**src/rtl/tone_pkg.sv**
```systemverilog
`default_nettype none
// tone_pkg: frequency word type and note constants shared by tone_gen and the key lookup.
package tone_pkg;

  localparam int FREQ_W = 9;

  typedef logic [FREQ_W-1:0] freq_t;

  localparam freq_t NOTE_OFF = freq_t'(0);
  localparam freq_t NOTE_A3  = freq_t'(220);
  localparam freq_t NOTE_B3  = freq_t'(247);
  localparam freq_t NOTE_C4  = freq_t'(262);
  localparam freq_t NOTE_D4  = freq_t'(294);
  localparam freq_t NOTE_E4  = freq_t'(330);
  localparam freq_t NOTE_F4  = freq_t'(349);
  localparam freq_t NOTE_G4  = freq_t'(392);
  localparam freq_t NOTE_A4  = freq_t'(440);

endpackage
`default_nettype wire

```
**src/rtl/phase_acc.sv**
```systemverilog
`default_nettype none
// phase_acc: modulo-HALF phase accumulator; wrap marks the cycle whose edge crosses HALF.
module phase_acc
  import tone_pkg::*;
#(
  parameter int HALF   = 25_000_000,
  parameter int STEP_W = 9,
  parameter int ACC_W  = $clog2(HALF) + 1
) (
  input  logic              clk,
  input  logic              reset,
  input  logic              clear,
  input  logic [STEP_W-1:0] step,
  output logic [ACC_W-1:0]  acc,
  output logic              wrap
);

  localparam logic [ACC_W:0] HALF_S = (ACC_W+1)'(HALF);

  logic [ACC_W:0] sum;
  logic [ACC_W:0] wrapped;

  always_comb begin
    sum     = {1'b0, acc} + (ACC_W+1)'(step);
    wrapped = sum - HALF_S;
    wrap    = !clear && (sum >= HALF_S);
  end

  // The remainder survives the wrap, which keeps the long-term pitch exact.
  always_ff @(posedge clk) begin
    if (reset || clear) begin
      acc <= '0;
    end else if (wrap) begin
      acc <= wrapped[ACC_W-1:0];
    end else begin
      acc <= sum[ACC_W-1:0];
    end
  end

endmodule
`default_nettype wire

```
**src/rtl/tone_gen.sv**
```systemverilog
`default_nettype none
// tone_gen: 50%-duty square-wave tone from a note frequency in Hz, with glitch-free
// pitch changes (a new note is adopted only while the output is low).
module tone_gen #(
  parameter int CLK_HZ = 50_000_000,
  parameter int FREQ_W = tone_pkg::FREQ_W
) (
  input  logic              clk,
  input  logic              reset,
  input  logic              en,
  input  logic [FREQ_W-1:0] freq,
  output logic              tone,
  output logic              active,
  output logic [FREQ_W-1:0] cur_freq,
  output logic              period_pulse
);

  import tone_pkg::*;

  localparam int HALF  = CLK_HZ / 2;
  localparam int ACC_W = $clog2(HALF) + 1;
  localparam logic [FREQ_W-1:0] SILENT = FREQ_W'(NOTE_OFF);

  logic             adopt;
  logic             clear;
  logic             wrap;
  logic [ACC_W-1:0] phase;

  // Holding adoption until tone is low means a high phase always finishes at the old pitch.
  always_comb begin
    adopt = en && (freq != cur_freq) && !tone;
    clear = !en || adopt;
  end

  phase_acc #(
    .HALF   (HALF),
    .STEP_W (FREQ_W),
    .ACC_W  (ACC_W)
  ) u_phase_acc (
    .clk   (clk),
    .reset (reset),
    .clear (clear),
    .step  (cur_freq),
    .acc   (phase),
    .wrap  (wrap)
  );

  always_ff @(posedge clk) begin
    if (reset || !en) begin
      tone         <= 1'b0;
      active       <= 1'b0;
      cur_freq     <= SILENT;
      period_pulse <= 1'b0;
    end else if (adopt) begin
      cur_freq     <= freq;
      active       <= (freq != SILENT);
      period_pulse <= 1'b0;
    end else begin
      active       <= (cur_freq != SILENT);
      period_pulse <= wrap && !tone;
      if (wrap) begin
        tone <= !tone;
      end
    end
  end

  always_ff @(posedge clk) begin
    if (!reset) begin
      assert (phase < ACC_W'(HALF));
    end
  end

endmodule
`default_nettype wire

```
**config.mk**
```make
export PLATFORM = sky130hd
export DESIGN_NAME = tone_gen
export DESIGN_NICKNAME = d
export VERILOG_FILES = /design/src/rtl/tone_pkg.sv /design/src/rtl/phase_acc.sv /design/src/rtl/tone_gen.sv
export SDC_FILE = /design/constraint.sdc
export NUM_CORES = 1
export LEC_CHECK = 0
export BUFFER_PORTS_ARGS = -buffer_cell sky130_fd_sc_hd__buf_4
export CORE_ASPECT_RATIO = 1.1
export CORE_MARGIN = 2
export CORE_UTILIZATION = 29
export DETAILED_ROUTE_END_ITERATION = 8
export PLACE_DENSITY_LB_ADDON = 0.3
export SKIP_LAST_GASP = 1
export SLEW_MARGIN = 15
export SYNTH_ARGS = -nofsm -noshare
export SYNTH_HDL_FRONTEND = slang
export SYNTH_SLANG_ARGS = --single-unit
```
**constraint.sdc**
```tcl
create_clock -name clk -period 4.4 [get_ports clk]
set_clock_uncertainty 0.1 [all_clocks]
set_input_delay 0.22 -clock clk [delete_from_list [all_inputs] [get_ports clk]]
set_output_delay 0.22 -clock clk [all_outputs]
set_load 0.005 [all_outputs]
```
* Word level (Yosys, flattened, before mapping)
Index checks and enable logic that the tools add are counted.
** Storage, ports and cells
- Word-level logic and storage cells :: 26
- Register bits :: 38
- Output and inout bits :: 12
** Cells by class
- Bitwise logic cells :: 1
- Reduce and logical (&&, ||, !) cells :: 14
- Multiplexer cells :: 2
- Order comparisons :: 1
- $add $sub $neg :: 2
- Equality and inequality tests :: 1
** Operators with widths (number)
- 26-bit by 9-bit adder with 27-bit output :: 1
- 27-bit by 25-bit greater-or-equal comparator with 1-bit output, second input constant :: 1
- 26-bit 2-to-1 mux :: 1
- 26-bit by 25-bit subtractor with 26-bit output, second input constant :: 1
- 9-bit nonzero test :: 2
- 9-bit != test :: 1
- 1-bit logical AND :: 4
- 1-bit zero test :: 3
- 1-bit logical OR :: 3
- 2-bit AND reduction :: 1
- 2-bit OR reduction :: 1
- 1-bit 2-to-1 mux :: 1
- 1-bit inverter :: 1

* Longest topological paths before layout
Gate-level depths: netlist of the first run.
- Word-level depth :: 7
- Gate-level depth with buffers :: 18
- Mapped depth without buffers :: 17

* Modules after synthesis
A second synthesis of the first run with hierarchy kept.
** Second synthesis, totals
- Cells, all modules :: 372
- Area, all modules :: 3135.5 µm²
** Modules (own cells, without submodules)
- phase_acc :: area an instance 2491.1 µm², times used 1, seq. area each 520.5 µm², cells each 298
- tone_gen :: area an instance 644.4 µm², times used 1, seq. area each 240.2 µm², cells each 74

* Worst setup path after synthesis of the first run
Ideal clock, no wire load.
- Kind :: reg2reg
- Start point :: register cur_freq[0]
- End point :: register u_phase_acc.acc[23]
- Path buffers :: 2
- Setup slack :: 0.841 ns
- Period minus slack after synthesis :: 3.559 ns
- Data required time :: 4.172 ns
- Cell stages (with the launch flop) :: 17
- Library setup time :: 0.128 ns
- Arrival time :: 3.331 ns
- Path through :: dfxtp_1 ha_1 inv_1 fa_1 nand2b_1 a211oi_2 a41o_1 buf_4 nand4_1 xnor2_2 nor2b_1 o211ai_1 o32ai_4 buf_2 o21ai_0 xnor2_1 nor2_1
** Between the ends
- Cells in the longest elaborated chain, start to end :: 7
- Elaborated cells on any way between the ends :: 11
** Ends and longest elaborated chain
- start, declared :: line tone_gen.sv:14 : output logic [FREQ_W-1:0] cur_freq,
- start signal, assigned :: line tone_gen.sv:55 : cur_freq <= freq;
- parallel branches: the longest is 7 deep, another holds 26-bit by 9-bit adder with 27-bit output
- end signal, assigned :: line phase_acc.sv:34 : acc <= wrapped[ACC_W-1:0];
- end signal, assigned :: line phase_acc.sv:36 : acc <= sum[ACC_W-1:0];
- end, declared :: line phase_acc.sv:14 : output logic [ACC_W-1:0] acc,
Several ways; the timed one is not identified.
A chain may end at the register's enable or synchronous reset.

* Worst setup path in the final report of the first run
- Start point :: register cur_freq[0]
- End point :: register u_phase_acc.acc[13]
The elaborated chain is that of the path after synthesis.

==> flow_metrics.env, run 1 <==
export IMPL_outcome="complete, no violations"
export IMPL_final_area_mm2=0.00322
export IMPL_grt_overflow_total=0
export IMPL_synthesis_nets=355
export IMPL_worstReg2RegEnd="u_phase_acc.acc[13]"
export IMPL_die_x_um=97.8
export IMPL_cts_tree="yes"
export IMPL_seq_area_frac_synth=0.271
export IMPL_ant_nets=0
export IMPL_ys_warn_count=0
export IMPL_initial_utilization=0.299
export IMPL_r2r_setup_slack_ps=280
export IMPL_ys_flop_type="dfxtp_1"
export IMPL_final_hold_violation_count=0
export IMPL_synth_area_mm2=0.00281
export IMPL_htreeDepth=2
export IMPL_period_share=0.936
export IMPL_core_rowCount=37
export IMPL_layout_drive_gt1_share=0.157
export IMPL_reg2reg_depth=15
export IMPL_hp_class="primary input to flip-flop"
export IMPL_dpl_cell_area_mm2=0.00311
export IMPL_cp_slowest_cell="a41o_1"
export IMPL_vias=2462
export IMPL_fillers=973
export IMPL_grt_max_degree=23
export IMPL_crit_path_frequent_cell="o211ai_1"
export IMPL_io_pins=24
export IMPL_whs_ps=87.2
export IMPL_fin_nets=379
export IMPL_synth_edf_count=0
export IMPL_clk_latency_ps=290
export IMPL_cts_resized=0
export IMPL_wirelength_um=6960
export IMPL_grt_pass1_vias=2334
export IMPL_wl_per_cell_um=14.7
export IMPL_diodes=0
export IMPL_ys_ff_latch=38
export IMPL_cp_start_kind="flip-flop"
export IMPL_critPathKind="flip-flop to flip-flop"
export IMPL_final_cell_mix="47 x nor2_1, 38 x dfxtp_1, 28 x xnor2_1"
export IMPL_cts_root_buf="clkbuf_8"
export IMPL_finalSetupTns_ps=0
export IMPL_syn_inst=331
export IMPL_maxCapViolCount=0
export IMPL_crit_fanout=12
export IMPL_clk_pin_slew_worst_paths_ps=80
export IMPL_final_cells=473
export IMPL_ir_drop_v=0.000122
export IMPL_max_freq_mhz=243
export IMPL_cts_max_path_buffers=2
export IMPL_cts_sinks=38
export IMPL_rr_startpoint="cur_freq[0]"
export IMPL_setup_worst_path_end_class="flip-flop"
export IMPL_numCtsBuffers=5
export IMPL_crit_chain="ha_1 -> inv_1 -> fa_1 -> nand2b_1 -> a211oi_2 -> a41o_1 -> nand4_1 -> xnor2_2 -> nor2b_1 -> o211ai_1 -> o32ai_4 -> buf_4 -> o211ai_1 -> xnor2_1 -> nor2_1"
export IMPL_grt_usage=0.136
export IMPL_gp_congestion=0.845
export IMPL_maxSlewHeadroom=0.620
export IMPL_final_common_cell="nor2_1"
export IMPL_post_dp_hpwl_um=5290
export IMPL_core_mm2=0.00940
export IMPL_dp_cells=464
export IMPL_endpoint="u_phase_acc.acc[13]"
export IMPL_rsz0062_at_grt="no"
export IMPL_min_period_ps=4120
export IMPL_via_per_inst=5.21
export IMPL_arrival_ps=4180
export IMPL_antenna_found_initial=0
export IMPL_p_per_area_mw_per_mm2=223
export IMPL_drtIter0Drc=143
export IMPL_setup_viol=0
export IMPL_slowest_delay_ps=540
export IMPL_ys_types=60
export IMPL_worst_endpoint_required_ps=4460
export IMPL_syn_area_per_cell_um2=8.48
export IMPL_grt_first_pass_wirelength_um=11700
export IMPL_die_height_um=107
export IMPL_async_flop_share=0
export IMPL_tightest_slew_ps=568
export IMPL_dieArea_mm2=0.0105
export IMPL_areaGrowthSynthToFinish_pct=14.9
export IMPL_maxSlewViolCount=0
export IMPL_cp_startpoint="cur_freq[0]"
export IMPL_drc=0
export IMPL_power_leakage_uw=0.00125
export IMPL_dr_pass1_iters=4
export IMPL_numPortBuffers=23
-- synthesized netlist by cell type, types with 3 or more instances --
library cell / instances / share of area
a211oi_2: 4 / 0.018
a21o_1: 4 / 0.011
a21oi_1: 8 / 0.014
and2_1: 5 / 0.011
and3_1: 7 / 0.016
and4_1: 3 / 0.0094
buf_2: 3 / 0.0053
clkbuf_1: 5 / 0.0067
dfxtp_1: 38 / 0.27
ha_1: 11 / 0.049
inv_1: 11 / 0.015
mux2i_1: 11 / 0.039
nand2_1: 15 / 0.020
nand2b_1: 5 / 0.011
nand3_1: 13 / 0.023
nand4_1: 7 / 0.016
nand4b_1: 4 / 0.012
nor2_1: 47 / 0.063
nor3_1: 9 / 0.016
nor3b_1: 3 / 0.0080
nor4_1: 3 / 0.0067
o211ai_1: 8 / 0.021
o21ai_0: 11 / 0.020
o21ai_1: 5 / 0.0089
o21ai_2: 3 / 0.0094
or2_2: 3 / 0.0067
or4_1: 3 / 0.0080
xnor2_1: 28 / 0.087
xor2_1: 18 / 0.056
-- sequential cells by signal, indices dropped and copies added (netlist names) --
signal / count
period_pulse: 1
u_phase_acc.acc: 26
cur_freq: 9
active: 1
tone: 1
-- worst min path at each step --
stage / startpoint / endpoint / slack [ps] / depth (start not counted)
3_5_place_dp: reset / period_pulse / 300 / 2
2_1_floorplan: reset / period_pulse / 200 / 1
6_report: freq[6] / cur_freq[6] / 90 / 3
3_3_place_gp: reset / period_pulse / 320 / 2
4_1_cts: freq[6] / cur_freq[6] / 80 / 3
5_1_grt: freq[5] / cur_freq[5] / 90 / 3
-- stage by stage --
step	setup WS, ps	utilization	power (µW)
2_1_floorplan	841	-	400
5_1_grt	0.223	0.343	757
6_report	281	0.343	720
4_1_cts	344	0.343	735
3_3_place_gp	422	0.331	428
3_5_place_dp	353	0.331	428
-- worst max-delay path, delay by kind of cell, from the launching register on --
kind / cells / cell delay (ps)
adder cells (fa/ha/maj): 2 / 600
flip-flops: 1 / 420
buffers and inverters: 2 / 310
AO/OA/AOI/OAI: 5 / 1450
XOR/XNOR: 2 / 440
AND/OR/NAND/NOR: 4 / 680
-- where the power goes --
part / switching (µW) / internal [µW] / leakage (µW)
clock: 130 / 170 / 0.0000524
combinational: 36.4 / 32.2 / 0.000893
sequential: 4.54 / 348 / 0.000307
-- cell type report --
| class | count | area [µm²] | area share |
|---|---|---|---|
| multi-input cells | 271 | 1960 | 0.607 |
| flip-flops and latches | 38 | 761 | 0.236 |
| repair buffers | 28 | 213 | 0.0660 |
| well taps | 117 | 146 | 0.0454 |
| clock buffers | 7 | 76.3 | 0.0237 |
| inverters | 11 | 41.3 | 0.0128 |
| clock inverters | 1 | 30.0 | 0.00931 |
-- what timing repair did --
item / CTS / global route
setup buffers: 0 / 0
hold buffers: 1 / 0
endpoints found under the hold margin: 1 / 0
setup endpoints to repair: 0 / 0
-- routing by layer --
metal	share of wire	vias to the layer above	GRT usage
met4	0.013	0	0.0347
met3	0.043	10	0.0267
met1	0.48	1157	0.180
met2	0.46	59	0.227
li1	-	1236	-
met5	0	-	0
-- kinds of logic after synthesis --
| kind of cell | synth area share |
|---|---|
| mux | 0.0432 |
| buf+inv | 0.0334 |
| simple gates | 0.239 |
| xor+xnor | 0.161 |
| flops | 0.271 |
| fa+ha+maj | 0.0562 |
| compound gates | 0.196 |
(Power assumes the default switching activity.)
==> inputs of run 2 (changes only) <==
--- a/config.mk
+++ b/config.mk
@@ -8,9 +8,10 @@
 export BUFFER_PORTS_ARGS = -buffer_cell sky130_fd_sc_hd__buf_4
 export CORE_ASPECT_RATIO = 1.1
 export CORE_MARGIN = 2
-export CORE_UTILIZATION = 29
+export CORE_UTILIZATION = 40
 export DETAILED_ROUTE_END_ITERATION = 8
 export PLACE_DENSITY_LB_ADDON = 0.3
+export RECOVER_POWER = 50
 export SKIP_LAST_GASP = 1
 export SLEW_MARGIN = 15
 export SYNTH_ARGS = -nofsm -noshare
==> flow_metrics.env, run 2 (synthesis gave the netlist of run 1 again) <==
export IMPL_outcome="finished with violations"
export IMPL_failed_checks="max-capacitance violations, max-slew violations"
export IMPL_post_dp_hpwl_um=5080
export IMPL_drtIter0Drc=101
export IMPL_use_met3=0.0333
export IMPL_cts_max_path_buffers=2
export IMPL_grt_first_pass_wirelength_um=11300
export IMPL_critPathKind="flip-flop to flip-flop"
export IMPL_setup_worst_path_end_class="flip-flop"
export IMPL_top_usage_layer="met2"
export IMPL_setup_slack_ps=470
export IMPL_setup_viol=0
export IMPL_hold_path_startpoint="freq[2]"
export IMPL_die_height_um=91.9
export IMPL_maxCapViolCount=1
export IMPL_cts_root_buf="clkbuf_8"
export IMPL_worst_endpoint_required_ps=4490
export IMPL_final_common_cell="nor2_1"
export IMPL_grt_pass1_vias=2363
export IMPL_core_mm2=0.00689
export IMPL_die_x_um=83.9
export IMPL_multi_input_area_mm2=0.00195
export IMPL_cp_slowest_cell="dfxtp_1"
export IMPL_clk_pin_slew_worst_paths_ps=80
export IMPL_crit_fanout=12
export IMPL_finalSetupTns_ps=0
export IMPL_grt_max_degree=23
export IMPL_core_rowCount=32
export IMPL_antenna_found_initial=0
export IMPL_cp_startpoint="cur_freq[0]"
export IMPL_numPortBuffers=23
export IMPL_arrival_ps=4020
export IMPL_grt_overflow_total=0
export IMPL_via_per_inst=5.55
export IMPL_ir_drop_v=0.000143
export IMPL_numCtsBuffers=5
export IMPL_ant_nets=0
export IMPL_vias=2447
export IMPL_clk_latency_ps=300
export IMPL_crit_path_frequent_cell="and3_1"
export IMPL_dp_slack_ps=369
export IMPL_power_leakage_uw=0.00125
export IMPL_final_cell_mix="47 x nor2_1, 38 x dfxtp_1, 28 x xnor2_1"
export IMPL_maxSlewViolCount=14
export IMPL_final_hold_violation_count=0
export IMPL_hp_class="primary input to flip-flop"
export IMPL_rsz0062_at_grt="no"
export IMPL_diodes=0
export IMPL_fin_util=0.466
export IMPL_io_pins=24
export IMPL_drc=0
export IMPL_layout_drive_gt1_share=0.160
export IMPL_largest_registers="u_phase_acc.acc (26), cur_freq (9)"
export IMPL_top_register="u_phase_acc.acc"
export IMPL_min_period_ps=3930
export IMPL_htreeDepth=2
export IMPL_cts_sinks=38
export IMPL_tightest_slew_ps=1990
export IMPL_max_freq_mhz=254
export IMPL_crit_chain="ha_1 -> inv_1 -> fa_1 -> nand2b_1 -> a211oi_2 -> a41o_2 -> and3_1 -> xnor2_2 -> nor2_1 -> a31oi_2 -> o32ai_4 -> nor2_2 -> o21ai_0 -> and3_1"
export IMPL_globalRouteMet1Util=0.240
export IMPL_ff_latch_area_um2=761
export IMPL_fin_nets=379
export IMPL_areaGrowthSynthToFinish_pct=14.3
export IMPL_wl_per_cell_um=14.8
export IMPL_p_per_area_mw_per_mm2=244
export IMPL_largest_reg_flops=26
export IMPL_wirelength_um=6540
export IMPL_period_share=0.893
export IMPL_fillers=687
export IMPL_slowest_delay_ps=410
export IMPL_dieArea_mm2=0.00770
export IMPL_grt_usage=0.179
export IMPL_grtUsageMet2=0.291
export IMPL_maxSlewHeadroom=-0.329
export IMPL_dr_pass1_iters=4
export IMPL_finalPower_uw=782
export IMPL_cp_num_buf_inv=1
export IMPL_initial_utilization=0.408
export IMPL_gp_congestion=0.881
export IMPL_cp_start_kind="flip-flop"
export IMPL_cts_tree="yes"
export IMPL_post_cts_buffers=0
export IMPL_rr_startpoint="cur_freq[0]"
export IMPL_crit_family="compound AO/OA/AOI/OAI gates"
[run 2: changes by cell type in the layout (fill, tap and decap cells not counted), sizes merged]
cell,delta
clkinv,+1
buf,-12
bufinv,+1
clkbuf,+10
[run 2: path summary, 6_finish.rpt]
kind	end	slack (ps)	depth (start not counted)
max	u_phase_acc.acc[18]	470	14
min	cur_freq[2]	80	3
max reg2reg	u_phase_acc.acc[18]	470	14
min reg2reg	period_pulse	420	1
[run 2: report_power, final]
| part | leakage [µW] | internal [µW] | switching (µW) |
|---|---|---|---|
| sequential | 0.000307 | 348 | 4.49 |
| combinational | 0.000877 | 31.4 | 34.6 |
| clock | 0.0000683 | 227 | 137 |
| total | 0.00125 | 606 | 176 |
[run 2: cell type report]
class | count | area share
Multi-Input combinational cell | 271 | 0.609
Sequential cell | 38 | 0.237
Timing Repair Buffer | 28 | 0.0651
Tap cell | 85 | 0.0332
Clock buffer | 5 | 0.0215
Clock inverter | 3 | 0.0215
Inverter | 11 | 0.0129
[run 2: what timing repair did]
| action | 4_1_cts | 5_1_grt |
|---|---|---|
| gates resized for setup | 0 | 1 |
| hold buffers | 1 | 0 |
| endpoints found under the setup margin | 0 | 8 |
| hold endpoints to repair | 1 | 0 |
[run 2: through the flow]
step                instances  instance area [µm²]  hold WS [ps]
floorplan                 331                 2810           197
global placement          432                 3070           293
detailed placement        432                 3070           293
CTS                       441                 3220          78.7
global route              441                 3210          90.0
finish                    441                 3210          80.2
[run 2: metal layers]
| metal | share of wire | up-vias |
|---|---|---|
| li1 | - | 1234 |
| met1 | 0.47 | 1138 |
| met2 | 0.46 | 67 |
| met3 | 0.050 | 8 |
| met4 | 0.014 | 0 |
| met5 | 0 | - |
[run 2: tightest hold or removal path, delay by kind of cell]
family,cells,cell delay (ps)
buf+inv,1,90
mux,1,60
simple gates,1,70
==> inputs of run 3 (changes only) <==
--- a/config.mk
+++ b/config.mk
@@ -8,7 +8,7 @@
 export BUFFER_PORTS_ARGS = -buffer_cell sky130_fd_sc_hd__buf_4
 export CORE_ASPECT_RATIO = 1.1
 export CORE_MARGIN = 2
-export CORE_UTILIZATION = 40
+export CORE_UTILIZATION = 60
 export DETAILED_ROUTE_END_ITERATION = 8
 export PLACE_DENSITY_LB_ADDON = 0.3
 export RECOVER_POWER = 50
==> flow_metrics.env, run 3 (synthesis gave the netlist of run 1 again) <==
export IMPL_dieArea_mm2=0.00524
export IMPL_grt_usage=0.251
export IMPL_pwr_share_clk=0.465
export IMPL_rsz0062_at_grt="no"
export IMPL_via_per_inst=6.03
export IMPL_grt_overflow_total=0
export IMPL_cp_startpoint="cur_freq[0]"
export IMPL_maxSlewViolCount=0
export IMPL_max_freq_mhz=250
export IMPL_numCtsBuffers=5
export IMPL_critPathKind="flip-flop to flip-flop"
export IMPL_p_int_uw=605
export IMPL_grt_max_degree=23
export IMPL_setup_viol=0
export IMPL_antenna_found_initial=0
export IMPL_cp_num_buf_inv=2
export IMPL_slowest_delay_ps=410
export IMPL_switchingPower_uw=175
export IMPL_arrival_ps=4040
export IMPL_final_hold_violation_count=0
export IMPL_post_cts_buffers=0
export IMPL_crit_path_frequent_cell="o211ai_1"
export IMPL_dp_cells=402
export IMPL_largest_reg_flops=26
export IMPL_cts_tree="yes"
export IMPL_maxCapViolCount=0
export IMPL_tightest_slew_ps=1280
export IMPL_numPortBuffers=23
export IMPL_cts_max_path_buffers=2
export IMPL_core_rowCount=26
export IMPL_grt_first_pass_wirelength_um=10500
export IMPL_worst_endpoint_required_ps=4440
export IMPL_grt_pass1_vias=2274
export IMPL_fin_nets=378
export IMPL_hp_class="primary input to flip-flop"
export IMPL_diodes=0
export IMPL_die_height_um=75.7
export IMPL_ir_drop_v=0.000160
export IMPL_setup_worst_path_end_class="flip-flop"
export IMPL_switching_share=0.224
export IMPL_cp_start_kind="flip-flop"
export IMPL_final_cell_mix="47 x nor2_1, 38 x dfxtp_1, 28 x xnor2_1"
export IMPL_final_common_cell="nor2_1"
export IMPL_wirelength_um=6400
export IMPL_ff_latch_area_um2=761
export IMPL_initial_utilization=0.612
export IMPL_finalSetupTns_ps=0
export IMPL_clk_latency_ps=300
export IMPL_cp_slowest_cell="dfxtp_1"
export IMPL_fillers=376
export IMPL_core_mm2=0.00459
export IMPL_areaGrowthSynthToFinish_pct=12.8
export IMPL_power_leakage_uw=0.00125
export IMPL_p_per_area_mw_per_mm2=246
export IMPL_wl_per_cell_um=15.6
export IMPL_final_cells=411
export IMPL_largest_registers="u_phase_acc.acc (26), cur_freq (9)"
export IMPL_top_register="u_phase_acc.acc"
export IMPL_period_share=0.909
export IMPL_gp_congestion=0.896
export IMPL_io_pins=24
export IMPL_cts_sinks=38
export IMPL_layout_drive_gt1_share=0.155
export IMPL_crit_chain="ha_1 -> inv_1 -> fa_1 -> nand2b_1 -> a211oi_2 -> a41o_2 -> nand4_1 -> xnor2_2 -> nor2b_1 -> o211ai_1 -> o32ai_4 -> buf_4 -> o211ai_1 -> xnor2_1 -> nor2_1"
export IMPL_whs_ps=78.2
export IMPL_crit_fanout=12
export IMPL_htreeDepth=2
export IMPL_vias=2478
export IMPL_min_period_ps=4000
export IMPL_maxSlewHeadroom=0.147
export IMPL_dr_pass1_iters=5
export IMPL_seq_power_share=0.451
export IMPL_rr_startpoint="cur_freq[0]"
export IMPL_crit_cells=15
export IMPL_cts_root_buf="clkbuf_8"
export IMPL_hold_path_startpoint="freq[6]"
export IMPL_drtIter0Drc=126
export IMPL_crit_family="compound AO/OA/AOI/OAI gates"
export IMPL_hold_depth=3
export IMPL_die_x_um=69.2
export IMPL_multi_input_area_mm2=0.00196
export IMPL_outcome="complete, no violations"
export IMPL_ant_nets=0
export IMPL_clk_pin_slew_worst_paths_ps=80
export IMPL_drc=0
export IMPL_reg2reg_depth=15
export IMPL_power_frac_comb=0.084
export IMPL_post_dp_hpwl_um=4960
==> run 3: cell types whose count changed in the layout (fill, tap and decap cells not counted) <==
cell      change
nor3b_2       +1
or2_2         -1
clkbuf_1      +1
or2_0         +1
nor3b_1       -1
buf_4         -2
==> run 3: power groups by stage <==
stage,clock (µW),sequential [µW],combinational (µW)
2_1_floorplan,0,360,39.9
6_report,363,352,65.4
4_1_cts,367,352,66.5
3_3_place_gp,0,360,64.8
5_1_grt,380,353,71.7
3_5_place_dp,0,360,65.4
==> run 3: final timing paths <==
check / slack, ps / endpoint
setup / recovery: 400 / u_phase_acc.acc[13]
hold / removal: 80 / cur_freq[6]
setup reg to reg: 400 / u_phase_acc.acc[13]
hold reg to reg: 450 / period_pulse
==> run 3: tightest hold or removal path: stages <==
cell and delay [ps]:
buf_4 90, mux2i_1 60, nor2_1 70
==> run 3: per-stage QoR <==
step                area [µm²]   util  total power, µW  setup WS [ps]
global placement          3020  0.659              425            422
detailed placement        3020  0.659              426            330
global route              3170  0.690              804           69.6
CTS                       3170  0.691              785            318
finish                    3170  0.690              780            402
floorplan                 2810      -              400            841
==> run 3: final cells by class <==
cell class                      instances  share of cell area
Clock inverter                          3              0.0217
Clock buffer                            5              0.0217
Tap cell                               56              0.0221
Multi-Input combinational cell        271               0.619
Timing Repair Buffer                   27              0.0625
Inverter                               11              0.0130
Sequential cell                        38               0.240
==> run 3: repair_timing <==
action / CTS / global route
setup endpoints to repair: 0 / 4
endpoints found under the hold margin: 1 / 0
resized for setup: 0 / 1
hold buffers: 1 / 0
==> run 3: metal layers <==
layer,track usage,wire length (µm),vias up
li1,-,-,1237
met1,0.297,2830,1148
met2,0.451,3140,75
met3,0.0503,261,18
met4,0.109,172,0
met5,0,0,-
